## src/rtl/link_pkg.sv

```systemverilog
// link_pkg: shared state encoding and default widths for the link arbiter.
package link_pkg;
  typedef enum logic [1:0] {IDLE, SREQ, MACK} state_e;
  localparam int DW_DEF = 8;
  localparam int CW_DEF = 8;
endpackage

```

## src/rtl/link_rr_pick.sv

```systemverilog
// link_rr_pick: two-way round-robin pick; a tie goes to the requester not granted last.
module link_rr_pick (
  input  logic [1:0] req,
  input  logic       last,
  output logic [1:0] pick
);
  always_comb pick = &req ? (last ? 2'b01 : 2'b10) : req;
endmodule

```

## src/rtl/link_arbiter.sv

```systemverilog
// link_arbiter: arbitrates two four-phase requesters onto one four-phase link slave.
module link_arbiter
  import link_pkg::*;
#(
  parameter int DW = DW_DEF,
  parameter int CW = CW_DEF
) (
  input  logic          clk,
  input  logic          rst,
  input  logic [1:0]    m_req,
  input  logic [DW-1:0] m_data0,
  input  logic [DW-1:0] m_data1,
  output logic [1:0]    m_ack,
  output logic          s_req,
  output logic [DW-1:0] s_data,
  input  logic          s_ack,
  output logic [1:0]    gnt,
  output logic          busy,
  output logic [CW-1:0] xfer_count
);
  state_e        state_q;
  logic          last_q;
  logic [1:0]    m_ack_q, gnt_q, pick;
  logic          s_req_q, busy_q;
  logic [DW-1:0] s_data_q;
  logic [CW-1:0] cnt_q, cnt_d;
  link_rr_pick u_pick (.req(m_req), .last(last_q), .pick(pick));
  assign cnt_d = cnt_q + CW'(1);
  // Owner releases only once both its request and the slave ack are low.
  always_ff @(posedge clk or posedge rst)
    if (rst) begin
      state_q  <= IDLE;
      last_q   <= 1'b1;
      m_ack_q  <= '0;
      gnt_q    <= '0;
      s_req_q  <= 1'b0;
      busy_q   <= 1'b0;
      s_data_q <= '0;
      cnt_q    <= '0;
    end else
      case (state_q)
        IDLE: if (|m_req) begin
          gnt_q    <= pick;
          s_data_q <= pick[1] ? m_data1 : m_data0;
          s_req_q  <= 1'b1;
          busy_q   <= 1'b1;
          state_q  <= SREQ;
        end
        SREQ: if (s_ack) begin
          s_req_q <= 1'b0;
          m_ack_q <= gnt_q;
          state_q <= MACK;
        end
        MACK: if (!(|(m_req & gnt_q)) && !s_ack) begin
          m_ack_q <= '0;
          gnt_q   <= '0;
          last_q  <= gnt_q[1];
          cnt_q   <= cnt_d;
          busy_q  <= 1'b0;
          state_q <= IDLE;
        end
        default: state_q <= IDLE;
      endcase
  assign m_ack      = m_ack_q;
  assign gnt        = gnt_q;
  assign s_req      = s_req_q;
  assign busy       = busy_q;
  assign s_data     = s_data_q;
  assign xfer_count = cnt_q;
endmodule

```

## config.mk

```make
export PLATFORM = sky130hd
export DESIGN_NAME = link_arbiter
export DESIGN_NICKNAME = d
export VERILOG_FILES = /design/src/rtl/link_pkg.sv /design/src/rtl/link_rr_pick.sv /design/src/rtl/link_arbiter.sv
export SDC_FILE = /design/constraint.sdc
export NUM_CORES = 1
export LEC_CHECK = 0
export ABC_CLOCK_PERIOD_IN_PS = 1950
export BUFFER_PORTS_ARGS = -buffer_cell sky130_fd_sc_hd__buf_2
export CAP_MARGIN = 20
export CORE_MARGIN = 8
export CORE_UTILIZATION = 48
export DETAILED_ROUTE_END_ITERATION = 7
export PLACE_DENSITY = 0.88
export SLEW_MARGIN = 20
export SYNTH_ARGS = -nofsm -noshare
export SYNTH_HDL_FRONTEND = slang
export SYNTH_SLANG_ARGS = --single-unit
export TNS_END_PERCENT = 20
```

## constraint.sdc

```tcl
create_clock -name clk -period 1.95 [get_ports clk]
set_clock_uncertainty 0.15 [all_clocks]
set_input_delay 0.195 -clock clk [delete_from_list [all_inputs] [get_ports clk]]
set_output_delay 0.195 -clock clk [all_outputs]
set_load 0.05 [all_outputs]
```

Word-level counts from Yosys, hierarchy flattened. Index checks and enable logic that the tools add are counted.

$add $sub $neg: 1. Equality and inequality tests: 5. Muxes and demuxes: 16. Bitwise logic cells: 1. Reduce and logical (&&, ||, !) cells: 16.

Operator list (count): two-way mux 2 bit (7); AND reduction 3 bit (4); adder 8 x 1 -> 8 bit, second input constant (1); two-way mux 8 bit (1); one-hot mux 2 bit (2 select lines) (2); inequality test 2 bit, second input constant (3); one-hot mux 2 bit (3 select lines) (1); AND reduction 2 bit (3); nonzero test 2 bit (3); one-hot mux 1 bit (2 select lines) (2); OR reduction 2 bit (2); two-way mux 1 bit (3); bitwise AND 2 bit (1); equality test 2 x 1 -> 1 bit, second input constant (1); equality test 2 bit, second input constant (1); logical NOT 1 bit (2); logical NOT 2 bit (1); logical AND 1 bit (1).

Bits in registers: 25. Input port bits: 21. Output and inout port bits: 22. Logic and storage cells: 47.

Depth between registers and ports, before layout.
Word-level depth: 6. Gate-level depth with buffers: 4. Depth with buffers taken out: 4.

Cells and area by module. A second synthesis with hierarchy kept.

Cells, all modules: 96. Area, all modules: 1193.6 µm².

Modules (own cells, without submodules): link_arbiter (instances 1, cells an instance 93, area an instance 1174.9 µm², sequential area each 626.9 µm²); link_rr_pick (instances 1, cells an instance 3, area an instance 18.8 µm², sequential area each 0.0 µm²).

Least setup slack after synthesis. OpenSTA, ideal clock, no wires.

Path kind: reg-to-reg. Start: register gnt_q[0] (netlist: gnt[0]). End: register cnt_q[5] (netlist: xfer_count[5]). Library setup time: 145 ps. Arrival: 1474 ps. Data required time: 1655 ps. Slack: 181 ps. Stages on the path, launching flop included: 4. Path buffers: 0. Clock period less this slack: 1769 ps. Path through: dfrtp_1 a221o_2 nor4_1 xor2_1.

Cells in the longest elaborated chain, start to end: 5.

RTL lines: start, declared (RTL line link_arbiter.sv:23) `logic [1:0] m_ack_q, gnt_q, pick;`; start signal, assigned (RTL line link_arbiter.sv:43) `gnt_q <= pick;`; bitwise AND 2 bit (RTL line link_arbiter.sv:54) `MACK: if (!(|(m_req & gnt_q)) && !s_ack) begin`; OR reduction 2 bit (RTL line link_arbiter.sv:54); logical NOT 1 bit (RTL line link_arbiter.sv:54); logical AND 1 bit (RTL line link_arbiter.sv:54); AND reduction 2 bit (no line); end signal, assigned (RTL line link_arbiter.sv:58) `cnt_q <= cnt_d;`; end, declared (RTL line link_arbiter.sv:26) `logic [CW-1:0] cnt_q, cnt_d;`.

No other way between the ends. A chain may end at the register's enable or synchronous reset.

Worst setup path in the final report.
Start: register last_q. End: register s_data_q[2] (netlist: s_data[2]).

Cells in the longest elaborated chain, start to end: 3.

RTL lines: start, declared (RTL line link_arbiter.sv:22) `logic last_q;`; start signal, assigned (RTL line link_arbiter.sv:57) `last_q <= gnt_q[1];`; two-way mux 2 bit (2 in series) (RTL line link_rr_pick.sv:7) `always_comb pick = &req ? (last ? 2'b01 : 2'b10) : req;`; two-way mux 8 bit (RTL line link_arbiter.sv:44) `s_data_q <= pick[1] ? m_data1 : m_data0;`; end signal, assigned (RTL line link_arbiter.sv:44); end, declared (RTL line link_arbiter.sv:25) `logic [DW-1:0] s_data_q;`.

No other way between the ends.

==> key figures <==
Outcome
  – Status: completed

Critical path
  – Critical path class: reg -> reg
  – CP startpoint kind: flip-flop
  – Reg2Reg Setup Slack: 0.24 ns
  – R2R Path Start: last_q$_DFFE_PP1P_
  – Max stage delay cell, worst path: dfstp_2
  – Most used cell, CP: mux2_2
  – Slowest stage delay, CP: 0.57 ns
  – Setup crit end kind: flip-flop
  – Worst endpoint required time: 2.02 ns
  – Crit-path cells: a21bo_2 -> mux2_2 -> mux2_2
  – Worst-case reg-to-reg path depth: 3
  – Critical path fanouts, max: 9
  – Critical Path AT: 1.78 ns
  – FF-to-FF End: s_data[2]$_DFFE_PP0P_

Clock tree
  – Post-CTS Setup Bufs: 0
  – Cts hold-fix bufs: 1
  – Clock Sinks: 25
  – Root Buffer: clkbuf_4
  – CTS H-tree lvls: 1
  – Resized Gates After CTS: 0
  – CTS Buf Count: 3
  – Clock transition at path regs: 0.15 ns
  – TritonCTS clock tree: built
  – Longest Clk Path Bufs: 2
  – Clock Latency Late Sink: 0.32 ns

Synthesis
  – Seq/Total Area, Yosys: 52.8%
  – Synth Net Count: 119
  – Post-synth ARST share: 100%
  – Post-synth top flop: dfrtp_1
  – EDFF count, synth: 0
  – Syn. warnings: 0
  – Yosys reg bits: 25
  – Avg Cell Area, Syn: 12.2 µm²
  – Syn Inst Count: 97
  – Synthesized area: 1190 µm²
  – Netlist cell types: 32

STA
  – Post-route minimum period: 1.71 ns
  – Worst-Margin Slew: 0.580 ns
  – Setup TNS: 0 ns
  – Hold_ws: 0.0304 ns
  – Fin. max-slew vios: 0
  – F_max: 586 MHz
  – Final critical-path share of the clock period: 87.5%
  – Worst slew margin: 61.3%
  – Final hold vios: 0
  – RSZ-0062 raised after global routing: no
  – Setup Viol. Count Final: 0

Die
  – Die area: 4320 µm²
  – Row count: 18
  – Area of the core: 2410 µm²
  – Die width: 65.7 µm
  – Initial core utilization: 49.2%
  – Die Height: 65.7 µm
  – I/O pin cnt: 43

Detailed routing
  – Routed vias: 905
  – DR WL/cell: 15.4 µm
  – Initial DRC Count: 9
  – Vias per std cell: 5.23
  – First-pass DRT Iterations: 4
  – Drt total wl: 2.66 mm
  – DRC: 0
  – DRT antenna net count: 0

GRT
  – Total gr overflow: 0
  – Global-route wire length before repair: 4.56 mm
  – GR Layer Usage met2: 22.3%
  – Largest net degree at the start of global routing: 17
  – Global-route track usage on met1: 15.0%
  – Gr busiest metal: met2
  – Initial antenna violation count: 0
  – Vias in the first global route: 1033
  – GRT Overall Usage: 13.3%
  – M3 GR Usage: 4.59%

Hold path
  – Hold Path Cell Cnt: 3
  – Hold Crit Start: m_req[0]
  – Worst min path class: in -> reg
  – Worst hold endpoint: gnt[0]$_DFFE_PP0P_

Layout
  – Ant. Diodes: 0
  – Nets@finish: 166
  – Area grow syn2layout: 23.8%
  – Layout cell share with drive strength beyond 1: 50.3%

Power and ir drop
  – Total Power: 2.61 mW
  – Power per standard cell area: 1780 nW/µm²
  – Leakage power: 0.702 nW
  – Max VDD drop: 1.10 mV

Place
  – PortBufs: 42
  – Post-DP HPWL: 2.06 mm
  – RD Place Congestion: 0.790

Flow run
  – Max-cap viol count: 0
-- metal layers --
layer | vias to the layer above | share of wire, %
met2 | 31 | 48
met4 | 0 | 1.2
met1 | 428 | 44
li1 | 442 | -
met3 | 4 | 6.7
met5 | - | 0
-- sequential cells by signal, summed over array words and instances (netlist names) --
register and count:
busy 1, xfer_count 8, m_ack 2, s_req 1, state_q 2, last_q 1, gnt 2, s_data 8
-- synthesized netlist by cell type (2+ instances only) --
cell type  instances  area, µm²
nand2b_1           2       12.5
a21oi_1            2       10.0
a21o_1             2       15.0
o21ai_0            6       30.0
buf_2              2       10.0
xor2_1             6       52.6
mux2i_1            2       20.0
nor3_1             4       20.0
nand2_1            5       18.8
mux2_2            18        203
dfrtp_1           24        601
inv_1              2       7.51
nand4_1            2       12.5
nor4_1             2       12.5
-- worst max-delay path by stage --
stage	end	from
CTS	s_data[2]$_DFFE_PP0P_	last_q$_DFFE_PP1P_
floorplan	xfer_count[5]$_DFFE_PP0P_	gnt[0]$_DFFE_PP0P_
global placement	s_data[0]$_DFFE_PP0P_	last_q$_DFFE_PP1P_
detailed placement	s_data[0]$_DFFE_PP0P_	last_q$_DFFE_PP1P_
finish	s_data[2]$_DFFE_PP0P_	last_q$_DFFE_PP1P_
global route	xfer_count[5]$_DFFE_PP0P_	gnt[0]$_DFFE_PP0P_
-- logic make-up after synthesis --
group / after synthesis / synth area share [%]
AOI/OAI and AO/OA: 16 / 8.97
xor gates and xnor gates: 7 / 5.17
adders and majority gates: 1 / 1.05
buffers and inverters: 6 / 2.74
DFF: 25 / 52.8
muxes: 20 / 18.8
and+or+nand+nor: 22 / 10.4
-- critical path, delay by kind of cell (launching register included) --
family         cells  cell delay (ns)
multiplexers       2             0.63
AO/OA/AOI/OAI      1             0.25
flip-flops         1             0.57
-- final cells by class --
class / count / area [µm²]
flip-flops and latches: 25 / 627
inverters: 2 / 7.51
fillers: 208 / 941
repair buffers: 46 / 243
multi-input cells: 66 / 527
clock buffers: 3 / 22.5
well taps: 30 / 37.5
clock inverters: 1 / 5.00
-- per-stage QoR --
stage	util (%)	instances	instance area [µm²]	worst slack, ns
after floorplan	-	97	1190	0.181
after global placement	59.4	168	1430	0.313
after detailed placement	59.4	168	1430	0.266
after CTS	61.0	173	1470	0.234
after global routing	61.0	173	1470	0.141
final	61.0	173	1470	0.244
-- power by group --
part           switching, mW  internal (mW)
clock                  0.164         0.0769
combinational          0.991          0.454
sequential             0.184          0.740
-- placed cells by master (no fill, tap or decap), drive strengths merged, types with 2 or more instances in the layout --
cell,Yosys,routed
a21oi,2,2
xor2,6,6
buf,3,45
dfrtp,24,24
a21o,2,2
nor3,5,5
mux2i,2,2
nand4,2,2
nor4,2,2
o21ai,6,6
inv,2,2
nand2,5,5
clkbuf,1,3
mux2,18,18
nand2b,2,2
Note: power is estimated with default switching activity, not from simulation.
